<file path="src/rtl/train_signal_array.sv">
// Multi-block three-aspect railway signal controller with hold times,
// ahead-block interlock, force-danger and lamp-test.
//
// Ports:
//   clk, rstn              clock, synchronous active-low reset
//   train[N]               per-block train presence
//   force_danger           treat every block as occupied
//   lamp_test              light every lamp; state untouched
//   green/yellow/red[N]    per-signal aspect, one-hot per channel
//   any_danger             some channel is in DANGER (ignores lamp_test)
module train_signal_array #(
    parameter int N            = 4,
    parameter int DANGER_HOLD  = 2,
    parameter int CAUTION_HOLD = 3,
    parameter int CHAIN        = 1
) (
    input  logic         clk,
    input  logic         rstn,
    input  logic [N-1:0] train,
    input  logic         force_danger,
    input  logic         lamp_test,
    output logic [N-1:0] green,
    output logic [N-1:0] yellow,
    output logic [N-1:0] red,
    output logic         any_danger
);

    localparam int MAXH = (DANGER_HOLD > CAUTION_HOLD) ?
                          DANGER_HOLD : CAUTION_HOLD;
    // One bit minimum so a hold of 1 still has a legal vector.
    localparam int CW   = (MAXH > 1) ? $clog2(MAXH) : 1;

    localparam logic [CW-1:0] DH_LAST = CW'(DANGER_HOLD - 1);
    localparam logic [CW-1:0] CH_LAST = CW'(CAUTION_HOLD - 1);

    typedef enum logic [1:0] {
        CLEAR   = 2'd0,
        CAUTION = 2'd1,
        DANGER  = 2'd2
    } state_e;

    logic [N-1:0] danger_q;
    logic [N-1:0] ahead;

    genvar i;
    generate
        for (i = 0; i < N; i++) begin : g_ch
            state_e        state_q, state_d;
            logic [CW-1:0] cnt_q, cnt_d;
            logic          t;

            // Interlock looks at the registered state of the block ahead,
            // so a chained effect moves back one block per cycle.
            if (i < N - 1) begin : g_ahead
                assign ahead[i] = (CHAIN != 0) && danger_q[i+1];
            end else begin : g_last
                assign ahead[i] = 1'b0;
            end

            assign t = train[i] | force_danger;

            always_comb begin
                state_d = state_q;
                cnt_d   = cnt_q;
                if (t) begin
                    state_d = DANGER;
                    cnt_d   = '0;
                end else begin
                    case (state_q)
                        DANGER: begin
                            if (cnt_q == DH_LAST) begin
                                state_d = CAUTION;
                                cnt_d   = '0;
                            end else begin
                                cnt_d = cnt_q + 1'b1;
                            end
                        end
                        CAUTION: begin
                            // Saturate at the last count while the
                            // block ahead still shows danger.
                            if (cnt_q == CH_LAST) begin
                                if (!ahead[i]) begin
                                    state_d = CLEAR;
                                    cnt_d   = '0;
                                end
                            end else begin
                                cnt_d = cnt_q + 1'b1;
                            end
                        end
                        CLEAR: begin
                            if (ahead[i]) begin
                                state_d = CAUTION;
                                cnt_d   = '0;
                            end
                        end
                        default: begin
                            state_d = CLEAR;
                            cnt_d   = '0;
                        end
                    endcase
                end
            end

            always_ff @(posedge clk) begin
                if (!rstn) begin
                    state_q <= CLEAR;
                    cnt_q   <= '0;
                end else begin
                    state_q <= state_d;
                    cnt_q   <= cnt_d;
                end
            end

            assign danger_q[i] = (state_q == DANGER);
            assign green[i]    = (state_q == CLEAR)   | lamp_test;
            assign yellow[i]   = (state_q == CAUTION) | lamp_test;
            assign red[i]      = (state_q == DANGER)  | lamp_test;
        end
    endgenerate

    assign any_danger = |danger_q;

endmodule

</file>
<file path="config.mk">
export PLATFORM = sky130hd
export DESIGN_NAME = train_signal_array
export DESIGN_NICKNAME = d
export VERILOG_FILES = /design/src/rtl/train_signal_array.sv
export SDC_FILE = /design/constraint.sdc
export NUM_CORES = 1
export LEC_CHECK = 0
export ABC_CLOCK_PERIOD_IN_PS = 3500
export CAP_MARGIN = 20
export CELL_PAD_IN_SITES_DETAIL_PLACEMENT = 0
export CELL_PAD_IN_SITES_GLOBAL_PLACEMENT = 1
export CORE_MARGIN = 5
export CORE_UTILIZATION = 30
export DETAILED_ROUTE_END_ITERATION = 8
export GPL_TIMING_DRIVEN = 0
export MAX_ROUTING_LAYER = met4
export PLACE_DENSITY = 0.69
export SYNTH_ARGS = -nofsm -noshare
export SYNTH_HDL_FRONTEND = slang
export SYNTH_SLANG_ARGS = --single-unit
</file>
<file path="constraint.sdc">
create_clock -name clk -period 3.5 [get_ports clk]
set_input_delay 1.05 -clock clk [delete_from_list [all_inputs] [get_ports clk]]
set_output_delay 1.05 -clock clk [all_outputs]
set_load 0.1 [all_outputs]
</file>
==> results of run 1 <==
-- metrics by stage --
step	util	cell area, sq um	hold slack (ns)
floorplan	-	1280	0.453
global placement	0.373	1530	0.471
detailed placement	0.373	1530	0.487
CTS	0.381	1560	0.493
global route	0.380	1550	0.525
finish	0.380	1550	0.491
-- flip-flops by register name (all words and copies together), names as in the netlist --
| register | cells |
|---|---|
| g_ch.cnt_q | 8 |
| g_ch.state_q | 8 |
-- final cells by class --
cell class              count  area (sq um)  share of cell area
inverters                  14          52.6              0.0338
multi-input cells         127           882               0.568
repair buffers             18           153              0.0982
clock buffers               4          55.1              0.0354
flip-flops and latches     16           320               0.206
plain buffers               5          28.8              0.0185
well taps                  50          62.6              0.0403
-- critical path, cell delays in order --
cell,delay (ns)
clkdlybuf4s50_1,0.43
or2_2,0.30
clkdlybuf4s15_2,0.47
-- metal layers --
metal	wire (um)	up-vias	share of wire	GRT usage
met5	0	-	0	-
met4	49	0	0.016	0.0466
met3	94	5	0.032	0.0172
met2	1500	22	0.50	0.205
met1	1330	553	0.45	0.142
li1	-	613	-	-
-- power groups by stage --
stage	clock network, uW	registers, uW	logic [uW]
final	172	194	205
after global routing	188	195	222
after CTS	179	194	207
after detailed placement	0	198	210
after global placement	0	198	208
after floorplan	0	197	164
-- path summary, 6_finish.rpt --
kind / start / endpoint / slack (ns) / cells past startpoint
worst max-delay path: lamp_test / yellow[3] / 0.19 / 3
worst min-delay path: g_ch[3].state_q[1] / g_ch[3].state_q[1] / 0.49 / 2
worst max register to register: g_ch[2].state_q[0] / g_ch[1].state_q[0] / 1.66 / 7
worst min register to register: g_ch[3].state_q[1] / g_ch[3].state_q[1] / 0.49 / 2
-- placed cells by master, fill, tap and decap left out, types with 2 or more instances in the layout --
master,instances
ha_1,19
a31oi_1,2
nand4_1,2
o21ai_0,7
nor3_1,2
a21oi_1,15
clkbuf_2,2
dfxtp_1,16
nor2_1,12
a2bb2oi_1,2
nand2_1,13
clkdlybuf4s15_2,2
nand2b_1,7
clkdlybuf4s50_1,5
a21o_1,2
o31a_1,2
clkbuf_1,2
clkbuf_8,4
inv_1,14
or2_2,12
nor2b_1,6
buf_4,10
nand4b_1,2
a211oi_1,3
-- cell families after synthesis --
logic type	after synthesis	synth area share
and+or+nand+nor	65	0.279
buffers and inverters	19	0.0624
DFF	16	0.250
AOI/OAI and AO/OA	43	0.223
adders and majority gates	19	0.185
==> summary.txt, run 1 <==
Status
  • Status: finished clean

GRT
  • Number of global-route vias before repair: 1,148
  • Total congestion overflow: 0
  • Initial antenna violation count: 0
  • Pin count of the biggest net entering global routing: 11
  • Total routing usage reported by global routing: 0.120
  • First-pass GRT wire length: 5150 um

Power and ir drop
  • VDD IR max: 110 uV
  • Leakage power: 0.000608 uW
  • P per Cell Area: 368 nW/um^2
  • Internal Pwr Total: 351 uW
  • Post-layout total power: 572 uW
  • Logic pwr share: 0.359
  • Net Switching: 221 uW
  • Sw Share: 0.386
  • Sequential power share: 0.339
  • Clock share of power: 0.302

STA
  • Final clock skew: 0.000913 ns
  • Final Max Slew Viols: 0
  • Minimum clock period: 3.31 ns
  • Final hold violation count: 0
  • Final Cycle Share: 0.945
  • Post-route setup TNS: 0 ns
  • RSZ-0062 raised after global routing: no
  • Worst-Margin Slew: 0.554 ns
  • Slew margin rel.: 0.632
  • Final Worst Setup Slack: 0.193 ns
  • Fmax: 302 MHz
  • Final setup viols: 0

Placed design
  • Post-Place Worst Slack: -0.800 ns
  • Final RePlAce weighted congestion: 0.855
  • HPWL Detailed: 2350 um
  • Post-Place Cells: 230
  • Port Buffers: 18

Layout
  • Fillcell total: 451
  • Area delta synth->final: 21.2%
  • Fin cells: 234
  • Number of antenna diodes: 0
  • Nets: 212
  • Fraction of layout cells with a size suffix above 1: 0.190

Worst setup path
  • CP Class: input pin to primary output
  • Data required, critical path: 2.45 ns
  • Startpoint Class: input pin
  • Arrival time at the worst endpoint: 2.26 ns
  • Crit end category: primary output
  • CP Max Fanout: 3

Route
  • Routed WL: 2980 um
  • Vias after detailed routing: 1,193
  • Residual DRC count: 0
  • Vias per std cell: 5.10
  • Starting DRT DRC Count: 59
  • First drt pass iteration count: 4
  • Detail Route Antenna Nets: 0
  • Wire per inst: 12.7 um

Logic synthesis
  • Synthesized Nets: 189
  • Top post-synthesis cells by count: 19 x ha_1, 16 x dfxtp_1, 15 x a21oi_1, 14 x inv_1, 13 x nand2_1
  • Mapped Cells: 162
  • Post-synth top area cell: dfxtp_1
  • Number of synthesized flops with an enable pin: 0
  • Netlist cell types: 40
  • Dominant synthesized flop cell: dfxtp_1
  • Syn_area_per_cell: 7.92 sq um
  • FFs w/ async S/R, synth: 0
  • Top post-synthesis cells by area: dfxtp_1 25%, ha_1 19%, a21oi_1 5.9%
  • Synth top area share: 0.250
  • Synth Register Bits: 16
  • Post-synthesis sequential area ratio: 0.250
  • YS warnings: 0
  • Top-count cell post-synth: ha_1
  • Synthesized area: 1280 sq um

Floorplanning
  • Die height: 75.4 um
  • Io pins: 21
  • Die Area: 5680 sq um
  • FP Rows: 23
  • Initial core utilization: 0.314
  • Die span in x: 75.4 um
  • Core area: 4090 sq um

Clock network
  • Post-cts resize count: 67
  • Max H-tree Level: 1
  • Setup Fix Bufs, Post-CTS: 0
  • Hold_buf cts: 0
  • Total CTS buffers: 3
  • TritonCTS clock tree: done
  • Clock sinks: 16
  • Skew-Pair Late Insertion Delay: 0.25 ns
  • Clock Path Buffers: 2
  • Clk pin slew, worst setup/hold paths: 0.07 ns
  • Root buf cell: clkbuf_8

Hold path
  • Worst hold path class: register to register

Run
  • Max-cap violation count: 0
Note: power is estimated with default switching activity, not from simulation.
==> inputs of run 2 (changes only) <==
--- a/config.mk
+++ b/config.mk
@@ -15,6 +15,7 @@
 export GPL_TIMING_DRIVEN = 0
 export MAX_ROUTING_LAYER = met4
 export PLACE_DENSITY = 0.69
+export SLEW_MARGIN = 30
 export SYNTH_ARGS = -nofsm -noshare
 export SYNTH_HDL_FRONTEND = slang
 export SYNTH_SLANG_ARGS = --single-unit
==> results of run 2 <==
Final layout, timing and power as in run 1 (identical DEF).
